--- config.mk ---
export PLATFORM = sky130hd
export DESIGN_NAME = cnt_rr_sched_flat
export DESIGN_NICKNAME = d
export VERILOG_FILES = /design/src/rtl/cnt_rr_sched_pkg.sv /design/src/rtl/cnt_rr_sched_if.sv /design/src/rtl/cnt_rr_sched_rr_pick.sv /design/src/rtl/cnt_rr_sched.sv /design/src/flat_wrapper.sv
export SDC_FILE = /design/constraint.sdc
export NUM_CORES = 1
export LEC_CHECK = 0
export ABC_CLOCK_PERIOD_IN_PS = 2900
export CORE_MARGIN = 3
export CORE_UTILIZATION = 55
export CTS_BUF_LIST = sky130_fd_sc_hd__clkbuf_4 sky130_fd_sc_hd__clkbuf_8
export DETAILED_ROUTE_END_ITERATION = 6
export DONT_BUFFER_PORTS = 1
export GPL_TIMING_DRIVEN = 0
export PLACE_DENSITY = 0.71
export SLEW_MARGIN = 20
export SYNTH_ARGS = -nofsm -noshare
export SYNTH_HDL_FRONTEND = slang
export SYNTH_SLANG_ARGS = --single-unit
--- constraint.sdc ---
create_clock -name clk -period 2.9 [get_ports clk]
set_input_delay 0.145 -clock clk [delete_from_list [all_inputs] [get_ports clk]]
set_output_delay 0.145 -clock clk [all_outputs]
set_load 0.005 [all_outputs]
--- src/rtl/cnt_rr_sched_pkg.sv ---
// Shared types and defaults for the round-robin counter scheduler.
package cnt_rr_sched_pkg;

    localparam int N_REQ_DEF   = 4;
    localparam int DATABIT_DEF = 7;

    typedef enum logic [1:0] {
        S_IDLE,
        S_ISSUE,
        S_RUN,
        S_DONE
    } state_t;

    function automatic int idx_width(input int n);
        return (n > 1) ? $clog2(n) : 1;
    endfunction

endpackage

--- src/rtl/cnt_rr_sched_if.sv ---
// Requester-side and counter-side signals of the scheduler bundled together.
interface cnt_rr_sched_if
    import cnt_rr_sched_pkg::*;
#(
    parameter int N_REQ   = N_REQ_DEF,
    parameter int DATABIT = DATABIT_DEF
) ();

    logic [N_REQ-1:0]         i_req;
    logic [N_REQ*DATABIT-1:0] i_num_cnt;
    logic [N_REQ-1:0]         o_grant;
    logic [N_REQ-1:0]         o_done;
    logic                     o_busy;
    logic                     o_cnt_run;
    logic [DATABIT-1:0]       o_cnt_num;
    logic                     i_cnt_idle;
    logic                     i_cnt_done;

    // master: requesters plus the shared counter; slave: the scheduler
    modport master (
        output i_req, i_num_cnt, i_cnt_idle, i_cnt_done,
        input  o_grant, o_done, o_busy, o_cnt_run, o_cnt_num
    );

    modport slave (
        input  i_req, i_num_cnt, i_cnt_idle, i_cnt_done,
        output o_grant, o_done, o_busy, o_cnt_run, o_cnt_num
    );

endinterface

--- src/rtl/cnt_rr_sched_rr_pick.sv ---
// Combinational round-robin priority encoder: first set request after 'last', wrapping.
module rr_pick #(
    parameter int N_REQ = 4,
    parameter int IDX_W = 2
) (
    input  logic [N_REQ-1:0] req,
    input  logic [IDX_W-1:0] last,
    output logic             valid,
    output logic [IDX_W-1:0] idx
);

    // cand[k] is the index searched k-th, starting just after 'last'
    logic [IDX_W-1:0] cand [N_REQ];

    genvar gi;
    generate
        for (gi = 0; gi < N_REQ; gi++) begin : g_cand
            assign cand[gi] = IDX_W'((32'(last) + 32'(gi) + 32'd1) % 32'(N_REQ));
        end
    endgenerate

    always_comb begin
        valid = |req;
        idx   = '0;
        for (int k = N_REQ - 1; k >= 0; k--) begin
            if (req[cand[k]]) begin
                idx = cand[k];
            end
        end
    end

endmodule

--- src/rtl/cnt_rr_sched.sv ---
// Shares one counter among N_REQ requesters: round-robin grant, run pulse, wait done, done pulse.
module cnt_rr_sched
    import cnt_rr_sched_pkg::*;
#(
    parameter int N_REQ   = N_REQ_DEF,
    parameter int DATABIT = DATABIT_DEF
) (
    input  logic          clk,
    input  logic          reset_n,
    cnt_rr_sched_if.slave bus
);

    localparam int IDX_W = idx_width(N_REQ);

    state_t             state_q;
    logic [IDX_W-1:0]   sel_q;
    logic [IDX_W-1:0]   last_q;
    logic [N_REQ-1:0]   grant_q;
    logic [N_REQ-1:0]   done_q;
    logic               busy_q;
    logic               run_q;
    logic [DATABIT-1:0] num_q;

    logic               pick_valid;
    logic [IDX_W-1:0]   pick_idx;
    logic [DATABIT-1:0] pick_len;
    logic [N_REQ-1:0]   pick_onehot;
    logic [DATABIT-1:0] len_arr [N_REQ];

    genvar gi;
    generate
        for (gi = 0; gi < N_REQ; gi++) begin : g_len
            assign len_arr[gi] = bus.i_num_cnt[gi*DATABIT +: DATABIT];
        end
    endgenerate

    assign pick_len    = len_arr[pick_idx];
    assign pick_onehot = N_REQ'(1) << pick_idx;

    rr_pick #(
        .N_REQ (N_REQ),
        .IDX_W (IDX_W)
    ) u_pick (
        .req   (bus.i_req),
        .last  (last_q),
        .valid (pick_valid),
        .idx   (pick_idx)
    );

    always_ff @(posedge clk or negedge reset_n) begin
        if (!reset_n) begin
            state_q <= S_IDLE;
            sel_q   <= '0;
            last_q  <= IDX_W'(N_REQ - 1);
            grant_q <= '0;
            done_q  <= '0;
            busy_q  <= 1'b0;
            run_q   <= 1'b0;
            num_q   <= '0;
        end else begin
            run_q  <= 1'b0;
            done_q <= '0;
            case (state_q)
                S_IDLE: begin
                    if (pick_valid && bus.i_cnt_idle) begin
                        sel_q   <= pick_idx;
                        grant_q <= pick_onehot;
                        busy_q  <= 1'b1;
                        // num_q drives the counter length, so zero-length jobs leave it alone
                        if (pick_len != '0) begin
                            state_q <= S_ISSUE;
                            run_q   <= 1'b1;
                            num_q   <= pick_len;
                        end else begin
                            state_q <= S_DONE;
                            done_q  <= pick_onehot;
                        end
                    end
                end
                S_ISSUE: begin
                    state_q <= S_RUN;
                end
                S_RUN: begin
                    if (bus.i_cnt_done) begin
                        state_q <= S_DONE;
                        done_q  <= grant_q;
                    end
                end
                S_DONE: begin
                    last_q  <= sel_q;
                    grant_q <= '0;
                    busy_q  <= 1'b0;
                    state_q <= S_IDLE;
                end
                default: begin
                    state_q <= S_IDLE;
                end
            endcase
        end
    end

    assign bus.o_grant   = grant_q;
    assign bus.o_done    = done_q;
    assign bus.o_busy    = busy_q;
    assign bus.o_cnt_run = run_q;
    assign bus.o_cnt_num = num_q;

endmodule

--- src/flat_wrapper.sv ---
// flat-port wrapper written by rule: the top's interface ports become plain ports
module cnt_rr_sched_flat import cnt_rr_sched_pkg::*;
#(
    parameter int N_REQ   = N_REQ_DEF,
    parameter int DATABIT = DATABIT_DEF
)
  (clk, reset_n, bus_i_req, bus_i_num_cnt, bus_i_cnt_idle, bus_i_cnt_done, bus_o_grant, bus_o_done, bus_o_busy, bus_o_cnt_run, bus_o_cnt_num);
  cnt_rr_sched_if #(.N_REQ(N_REQ), .DATABIT(DATABIT)) bus_i ();
  input  logic clk;
  input  logic reset_n;
  input wire logic [$bits(bus_i.i_req)-1:0] bus_i_req;
  input wire logic [$bits(bus_i.i_num_cnt)-1:0] bus_i_num_cnt;
  input wire logic [$bits(bus_i.i_cnt_idle)-1:0] bus_i_cnt_idle;
  input wire logic [$bits(bus_i.i_cnt_done)-1:0] bus_i_cnt_done;
  output wire logic [$bits(bus_i.o_grant)-1:0] bus_o_grant;
  output wire logic [$bits(bus_i.o_done)-1:0] bus_o_done;
  output wire logic [$bits(bus_i.o_busy)-1:0] bus_o_busy;
  output wire logic [$bits(bus_i.o_cnt_run)-1:0] bus_o_cnt_run;
  output wire logic [$bits(bus_i.o_cnt_num)-1:0] bus_o_cnt_num;
  assign bus_i.i_req = bus_i_req;
  assign bus_i.i_num_cnt = bus_i_num_cnt;
  assign bus_i.i_cnt_idle = bus_i_cnt_idle;
  assign bus_i.i_cnt_done = bus_i_cnt_done;
  assign bus_o_grant = bus_i.o_grant;
  assign bus_o_done = bus_i.o_done;
  assign bus_o_busy = bus_i.o_busy;
  assign bus_o_cnt_run = bus_i.o_cnt_run;
  assign bus_o_cnt_num = bus_i.o_cnt_num;
  cnt_rr_sched #(.N_REQ(N_REQ), .DATABIT(DATABIT)) u_core (.clk(clk), .reset_n(reset_n), .bus(bus_i));
endmodule
==> metrics.yaml, run 1 <==
route:
  vias: 1002
  dr.pass1.iters: 4
  wl_per_cell_um: 16.1
  via_per_inst: 5.83
  first_iter_violations: 8
  route.detailed.drc: 0
  drt-total-wl_um: 2770
  ant_nets: 0
logic_synthesis:
  synth_top_area_cell: "dfrtp_1"
  syn_inst: 136
  synth_nets: 175
  async_flop_share: 1.00
  netlist-cell-type-count: 33
  ys_ff_latch: 23
  synth_area_leaders: "dfrtp_1 (38%), mux2i_1 (16%), o21ai_0 (4.8%)"
  synth_edf_count: 0
  yosysWarnings: 0
  ys_seq_area_frac: 0.423
  synthFlopType: "dfrtp_1"
  synth_top_area_frac: 0.384
  avgSynthCellArea_um2: 10.1
  syn-cell-area_mm2: 0.00137
die:
  die_h_um: 55.9
  boundaryPins: 53
  initial_utilization: 0.601
  fp-row-count: 17
  die_x_um: 55.9
  design.die.area_mm2: 0.00312
  core_area_mm2: 0.00228
power:
  combPwrFrac: 0.459
  ir_drop_uv: 469
  p_clk_frac: 0.122
  intPower_uw: 788
  seqPwrFrac: 0.419
  switching_share: 0.403
  p_leak_nw: 0.682
  power.switching_uw: 532
  p_per_area_mw_per_mm2: 899
timing:
  skew_ns: 0.0116
  fin_ws_ns: 0.429
  fin_tns_setup_ns: 0
  tightest_slew_ns: 0.516
  finalMaxSlewViolations: 0
  period_share: 0.852
  slew_headroom: 0.656
  holdWs_ns: 0.133
  rsz0062_at_grt: "false"
  finalHoldViolCount: 0
  setup_viol: 0
  period_needed_ns: 2.47
  max_freq_ghz: 0.405
cts:
  htreeDepth: 1
  clk_latency_ns: 0.31
  clock-sinks: 23
  cts_buffers: 3
  root_buffer: "clkbuf_4"
  clk_pin_slew_ns: 0.14
  cts_tree: "yes"
  cts_max_path_buffers: 2
setup_path:
  crit_top_cell: "mux2i_1"
  worstPathRequired_ns: 3.12
  cp_slowest_cell: "dfstp_2"
  cp_max_fo: 10
  crit_type: "reg2reg"
  max_stage_delay_ns: 0.62
  start_kind: "flip-flop"
  crit_chain: "nand3b_1 -> a31oi_1 -> buf_4 -> buf_6 -> mux2i_1 -> mux2i_1 -> nor4_4 -> nand2_2 -> o41ai_2"
  crit_path_end_kind: "flip-flop"
  worst_ep_arrival_time_ns: 2.69
place:
  place_ws_ns: 0.450
  dpl.hpwl_um: 2160
  dp.cells: 164
  port_buffers: 0
  gp_congestion: 0.816
final_layout:
  area_growth_pct: 7.32
  final_util: 0.645
  layout_commonest_cell: "mux2i_1"
  final_nets: 184
  final_cell_mix: "mux2i_1 (22), dfrtp_1 (21), nand2_1 (17)"
  drive_gt1_frac: 0.139
  fin_cells: 172
  final.fill_count: 179
  diodes: 0
global_route:
  grt_max_degree: 24
  antenna_found_initial: 0
  overflow: 0
  grt_pass1_vias: 1012
  track_usage: 0.181
  grt_pass1_wl_um: 4500
job:
  cap_violations: 0
status:
  outcome: "finished, final reports clean"
min_path:
  hold_class: "in2reg"
[metrics by stage]
step | power, mW | cell area (µm²)
3_5_place_dp | 1.16 | 1400
2_1_floorplan | 1.04 | 1370
4_1_cts | 1.33 | 1450
6_report | 1.32 | 1470
3_3_place_gp | 1.14 | 1400
5_1_grt | 1.44 | 1470
[worst max-delay path, delay by kind of cell, from the launching register on]
kind	cells	cell delay, ns
simple gates	3	0.51
buf+inv	2	0.40
flops	1	0.62
compound gates	2	0.48
mux	2	0.37
[synthesized netlist by cell type (all sizes together) (2+ instances only)]
master	instances
dfrtp	21
nand2b	3
a31oi	2
buf	3
mux2i	22
dfstp	2
a22oi	4
inv	12
o21ai	13
nor2	7
o31ai	2
ha	3
mux2	2
nand2	18
nand3	4
o41ai	2
a21oi	5
[registers in the layout, indices dropped and copies added, names as in the netlist]
register / cells
u_core.sel_q: 2
u_core.bus.o_grant: 4
u_core.bus.o_cnt_num: 7
u_core.last_q: 2
u_core.state_q: 2
u_core.bus.o_busy: 1
u_core.bus.o_cnt_run: 1
u_core.bus.o_done: 4
[final timing paths]
| check | start | endpoint | slack (ns) | cells past startpoint |
|---|---|---|---|---|
| max | u_core.last_q[1]$_DFFE_PN1P_ | u_core.bus.o_done[0]$_DFF_PN0_ | 0.43 | 9 |
| max in group asynchronous | reset_n | u_core.last_q[0]$_DFFE_PN1P_ | 2.22 | 2 |
| max reg2reg | u_core.last_q[1]$_DFFE_PN1P_ | u_core.bus.o_done[0]$_DFF_PN0_ | 0.43 | 9 |
| min in group asynchronous | reset_n | u_core.bus.o_done[2]$_DFF_PN0_ | 0.32 | 2 |
| min reg2reg | u_core.sel_q[1]$_DFFE_PN0P_ | u_core.sel_q[1]$_DFFE_PN0P_ | 0.50 | 2 |
| min | bus_i_cnt_done | u_core.state_q[1]$_DFFE_PN0P_ | 0.13 | 4 |
[power by group through the flow]
stage	clock, mW	sequential (mW)	combinational, mW
final	0.161	0.553	0.606
after global routing	0.182	0.571	0.684
after CTS	0.167	0.556	0.610
after detailed placement	0	0.561	0.603
after global placement	0	0.557	0.578
after floorplan	0	0.533	0.508
[kinds of logic (layout without fill, tap and decap cells)]
logic type	after synthesis	in the layout	synth area share
AND/OR/NAND/NOR	38	38	0.144
AO/OA/AOI/OAI	32	32	0.165
multiplexers	24	24	0.177
flip-flops	23	23	0.423
buffers and inverters	16	24	0.0640
adder cells (fa/ha/maj)	3	3	0.0275
[routing by layer]
layer / part of all wire / GRT usage
met3: 0.059 / 0.0418
met1: 0.41 / 0.209
met5: 0 / 0
met2: 0.52 / 0.323
met4: 0.0083 / 0.0678
[timing repair]
action,4_1_cts,5_1_grt
resized for setup,0,0
hold buffers,2,2
hold endpoints to repair,26,22
setup buffers,0,0
[layout make-up]
| cell class | instances | area, µm² | share of cell area |
|---|---|---|---|
| Buffer | 4 | 42.5 | 0.0290 |
| Inverter | 12 | 45.0 | 0.0307 |
| Sequential cell | 23 | 578 | 0.394 |
| Tap cell | 28 | 35.0 | 0.0239 |
| Timing Repair Buffer | 4 | 35.0 | 0.0239 |
| Clock buffer | 4 | 30.0 | 0.0205 |
| Multi-Input combinational cell | 97 | 702 | 0.478 |
No activity file was read; power rests on OpenSTA's default activity.
==> run 2: changes to the inputs <==
- ABC_AREA: not set -> 1
==> metrics.yaml, run 2 <==
place:
  dpl.hpwl_um: 2710
  dp.cells: 249
  port_buffers: 0
  gp_congestion: 0.841
timing:
  rsz0062_at_grt: "false"
  max_freq_ghz: 0.400
  tightest_slew_ns: 0.981
  slew_headroom: 0.344
  period_needed_ns: 2.50
  period_share: 0.862
  setup_viol: 0
  finalMaxSlewViolations: 0
  finalHoldViolCount: 0
  fin_tns_setup_ns: 0
  holdWs_ns: 0.115
  skew_ns: 0.00154
global_route:
  grt_pass1_vias: 1338
  antenna_found_initial: 0
  track_usage: 0.214
  overflow: 0
  grt_pass1_wl_um: 5690
  grt_max_degree: 24
logic_synthesis:
  synth_top_area_cell: "dfrtp_1"
  yosysWarnings: 0
  ys_ff_latch: 23
  synth_edf_count: 0
  async_flop_share: 1.00
  synthFlopType: "dfrtp_1"
  synth_area_leaders: "dfrtp_1 (34%), nand2_1 (19%), nand3_1 (9.2%)"
  syn-cell-area_mm2: 0.00152
  netlist-cell-type-count: 25
  synthTopCellsByCount: "nand2_1 (77), inv_1 (28), nand3_1 (28)"
  synth_nets: 258
  syn_inst: 219
  synth_top_area_frac: 0.345
  ys_seq_area_frac: 0.379
  avgSynthCellArea_um2: 6.96
  yosys.cell_count.top_type: "nand2_1"
final_layout:
  layout_commonest_cell: "nand2_1"
  largest_reg_flops: 7
  drive_gt1_frac: 0.111
  final_nets: 265
  final_cell_mix: "nand2_1 (77), inv_1 (28), nand3_1 (28)"
  diodes: 0
  area_growth_pct: 5.58
  fin_cells: 255
route:
  via_per_inst: 5.53
  vias: 1410
  first_iter_violations: 85
  wl_per_cell_um: 13.4
  dr.pass1.iters: 4
  ant_nets: 0
  route.detailed.drc: 0
  drt-total-wl_um: 3410
die:
  die_h_um: 58.6
  initial_utilization: 0.599
  core_area_mm2: 0.00254
  design.die.area_mm2: 0.00344
  fp-row-count: 18
  die_x_um: 58.6
  boundaryPins: 53
cts:
  cts_buffers: 3
  clock-sinks: 23
  root_buffer: "clkbuf_4"
  clk_pin_slew_ns: 0.13
  htreeDepth: 1
  clk_latency_ns: 0.31
  cts_max_path_buffers: 2
  cts_tree: "yes"
setup_path:
  crit_type: "reg2reg"
  crit_path_end_kind: "flip-flop"
  start_kind: "flip-flop"
  cp_max_fo: 10
  worst_ep_arrival_time_ns: 2.72
  worstPathRequired_ns: 3.12
power:
  fin_total_pwr_mw: 2.09
  ir_drop_uv: 834
  p_per_area_mw_per_mm2: 1300
  p_leak_nw: 0.913
status:
  outcome: "finished, final reports clean"
job:
  cap_violations: 0
min_path:
  hold_class: "in2reg"
run 2: cell count changes after synthesis, sizes merged, moves of 3 or more:
cell / before / now
o21ai: 13 / 6
nand2: 18 / 83
inv: 12 / 30
a22oi: 4 / 1
mux2i: 22 / 0
nor2: 7 / 14
buf: 3 / 6
nand3: 4 / 29
nand4: 0 / 16
a21oi: 5 / 2
nand2b: 3 / 0
run 2: logic make-up after synthesis:
logic type,after synthesis,synth area share
and+or+nand+nor,142,0.431
adders and majority gates,3,0.0246
buffers and inverters,37,0.106
AOI/OAI and AO/OA,14,0.0591
DFF,23,0.379
run 2: power breakdown:
| part | internal [mW] | switching, mW |
|---|---|---|
| Clock | 0.0516 | 0.0976 |
| Sequential | 0.449 | 0.0959 |
| Combinational | 0.466 | 0.925 |
| Total | 0.966 | 1.12 |
run 2: final timing paths:
| kind | startpoint | end | slack [ns] | cells past startpoint |
|---|---|---|---|---|
| min reg2reg | u_core.sel_q[0]$_DFFE_PN0P_ | u_core.sel_q[0]$_DFFE_PN0P_ | 0.51 | 2 |
| max | u_core.last_q[0]$_DFFE_PN1P_ | u_core.bus.o_cnt_num[5]$_DFFE_PN0P_ | 0.40 | 18 |
| max reg2reg | u_core.last_q[0]$_DFFE_PN1P_ | u_core.bus.o_cnt_num[5]$_DFFE_PN0P_ | 0.40 | 18 |
| min | bus_i_cnt_done | u_core.state_q[1]$_DFFE_PN0P_ | 0.11 | 3 |
| max in group asynchronous | reset_n | u_core.bus.o_busy$_DFFE_PN0P_ | 1.89 | 1 |
| min in group asynchronous | reset_n | u_core.bus.o_cnt_num[1]$_DFFE_PN0P_ | 0.42 | 1 |
run 2: repair_timing:
action / 4_1_cts / 5_1_grt
hold buffers: 2 / 0
endpoints found under the hold margin: 27 / 0
buffers inserted: 0 / 0
endpoints found under the setup margin: 0 / 0
gates resized for setup: 0 / 0
run 2: through the flow:
step | setup WS (ns) | util | area, µm²
floorplan | 0.767 | - | 1520
global placement | 0.531 | 0.614 | 1560
detailed placement | 0.432 | 0.614 | 1560
CTS | 0.418 | 0.632 | 1610
global route | 0.134 | 0.632 | 1610
finish | 0.399 | 0.632 | 1610
run 2: cell type report:
| cell class | instances | area, µm² |
|---|---|---|
| clock buffers | 3 | 22.5 |
| clock inverters | 1 | 5.00 |
| repair buffers | 2 | 20.0 |
| inverters | 30 | 113 |
| plain buffers | 7 | 48.8 |
| flip-flops and latches | 23 | 578 |
| well taps | 30 | 37.5 |
| multi-input cells | 159 | 785 |
| fillers | 246 | 936 |
run 2: layer usage:
layer	part of all wire	track usage	routed length [µm]
met3	0.072	0.0526	245
met4	0.019	0.0680	65
met2	0.51	0.375	1750
met1	0.39	0.258	1350
met5	0	0	0
run 2: worst max-delay path, cell delays in order, from the launching register on:
cell	delay (ns)
dfstp_2	0.62
inv_2	0.10
nand2_1	0.07
nand2_1	0.08
nand2_2	0.10
nand2_1	0.09
nor2_2	0.12
nand2_1	0.07
nand2_2	0.14
buf_2	0.25
nand4_1	0.12
nand2_1	0.08
nor2_1	0.06
nand2_1	0.10
nor2_4	0.06
nand2_4	0.13
nand2_4	0.09
nand2_1	0.09
nand2_1	0.04
==> run 3: changes to the inputs <==
- CORE_MARGIN: 3 -> not set
==> metrics.yaml, run 3 (synthesized netlist as in run 2, its figures left out) <==
timing:
  period_needed_ns: 2.47
  skew_ns: 0.00704
  finalHoldViolCount: 0
  holdWs_ns: 0.109
  finalMaxSlewViolations: 0
  max_freq_ghz: 0.405
  tightest_slew_ns: 0.541
  fin_ws_ns: 0.431
  period_share: 0.851
  setup_viol: 0
  slew_headroom: 0.635
  fin_tns_setup_ns: 0
  rsz0062_at_grt: "false"
place:
  gp_congestion: 0.916
  place_ws_ns: 0.426
  dpl.hpwl_um: 2660
  port_buffers: 0
die:
  die_x_um: 54.6
  boundaryPins: 53
  die_h_um: 54.6
  design.die.area_mm2: 0.00299
  fp-row-count: 18
  core_area_mm2: 0.00254
  initial_utilization: 0.599
route:
  via_per_inst: 5.59
  wl_per_cell_um: 13.1
  first_iter_violations: 32
  vias: 1431
  route.detailed.drc: 0
  ant_nets: 0
  drt-total-wl_um: 3360
  dr.pass1.iters: 4
final_layout:
  final_util: 0.634
  diodes: 0
  drive_gt1_frac: 0.115
  final_cell_mix: "nand2_1 (77), inv_1 (28), nand3_1 (28)"
  final_nets: 266
  area_growth_pct: 5.91
  layout_commonest_cell: "nand2_1"
  largest_reg_flops: 7
setup_path:
  worstPathRequired_ns: 3.17
  rrSetupSlack_ns: 0.43
  worst_ep_arrival_time_ns: 2.73
  start_kind: "flip-flop"
  critPathLaunch: "u_core.last_q[0]$_DFFE_PN1P_"
  cp_max_fo: 10
  crit_path_end_kind: "flip-flop"
  crit_type: "reg2reg"
  r2r-start: "u_core.last_q[0]$_DFFE_PN1P_"
global_route:
  grt_pass1_vias: 1322
  overflow: 0
  track_usage: 0.244
  grt_pass1_wl_um: 5240
  antenna_found_initial: 0
  grt_max_degree: 24
cts:
  post-cts-setup-buffer-count: 0
  clk_pin_slew_ns: 0.12
  root_buffer: "clkbuf_4"
  clk_latency_ns: 0.31
  cts_tree: "yes"
  cts_max_path_buffers: 2
  htreeDepth: 1
  clock-sinks: 23
  cts_buffers: 3
min_path:
  hold_class: "in2reg"
  hp-start: "bus_i_cnt_done"
power:
  ir_drop_uv: 721
  p_leak_nw: 0.917
  fin_total_pwr_mw: 2.08
  p_per_area_mw_per_mm2: 1290
status:
  outcome: "finished, final reports clean"
job:
  cap_violations: 0
run 3: cell count changes in the layout (fill, tap and decap cells not counted):
cell	previous run	this run
buf_2	3	4
run 3: worst max-delay path: stages, from the launching register on:
cell and delay [ns]:
dfstp_2 0.62, inv_2 0.10, nand2_1 0.07, nand2_1 0.07, nand2_1 0.11, nand3_2 0.09
a21oi_2 0.31, buf_6 0.20, nor2_1 0.07, nand2_1 0.06, nand4_1 0.16, nor2_4 0.22
nand2_4 0.11, nand2_4 0.11, nand2_1 0.07, nand2_1 0.05
run 3: per-layer routing:
metal / wire length [µm] / global-route usage
met1: 1370 / 0.250
met2: 1740 / 0.462
met3: 200 / 0.0667
met4: 42 / 0.0897
met5: 0 / 0
run 3: layout make-up:
| type | instances | area (µm²) |
|---|---|---|
| well taps | 30 | 37.5 |
| multi-input cells | 159 | 785 |
| clock buffers | 3 | 22.5 |
| plain buffers | 7 | 48.8 |
| fillers | 238 | 931 |
| flip-flops and latches | 23 | 578 |
| inverters | 30 | 113 |
| repair buffers | 3 | 25.0 |
| clock inverters | 1 | 5.00 |
run 3: worst paths after layout:
| kind | cells past startpoint | end |
|---|---|---|
| setup reg to reg | 15 | u_core.bus.o_cnt_num[6]$_DFFE_PN0P_ |
| min in group asynchronous | 2 | u_core.bus.o_cnt_num[1]$_DFFE_PN0P_ |
| hold reg to reg | 2 | u_core.sel_q[0]$_DFFE_PN0P_ |
| hold / removal | 3 | u_core.state_q[1]$_DFFE_PN0P_ |
| max in group asynchronous | 2 | u_core.last_q[0]$_DFFE_PN1P_ |
| setup / recovery | 15 | u_core.bus.o_cnt_num[6]$_DFFE_PN0P_ |
run 3: through the flow:
step | std cells | instance area (µm²)
2_1_floorplan | 219 | 1520
3_3_place_gp | 249 | 1560
4_1_cts | 255 | 1610
3_5_place_dp | 249 | 1560
6_report | 256 | 1610
5_1_grt | 256 | 1610
run 3: timing repair:
item | in CTS | in global routing
hold buffers | 2 | 1
resized for setup | 0 | 0
hold endpoints to repair | 27 | 21
run 3: where the power goes:
| group | switching (mW) | leakage [nW] | internal [mW] | total (mW) |
|---|---|---|---|---|
| clock | 0.0939 | 0.0177 | 0.0516 | 0.146 |
| combinational | 0.927 | 0.606 | 0.466 | 1.39 |
| sequential | 0.0949 | 0.294 | 0.449 | 0.544 |
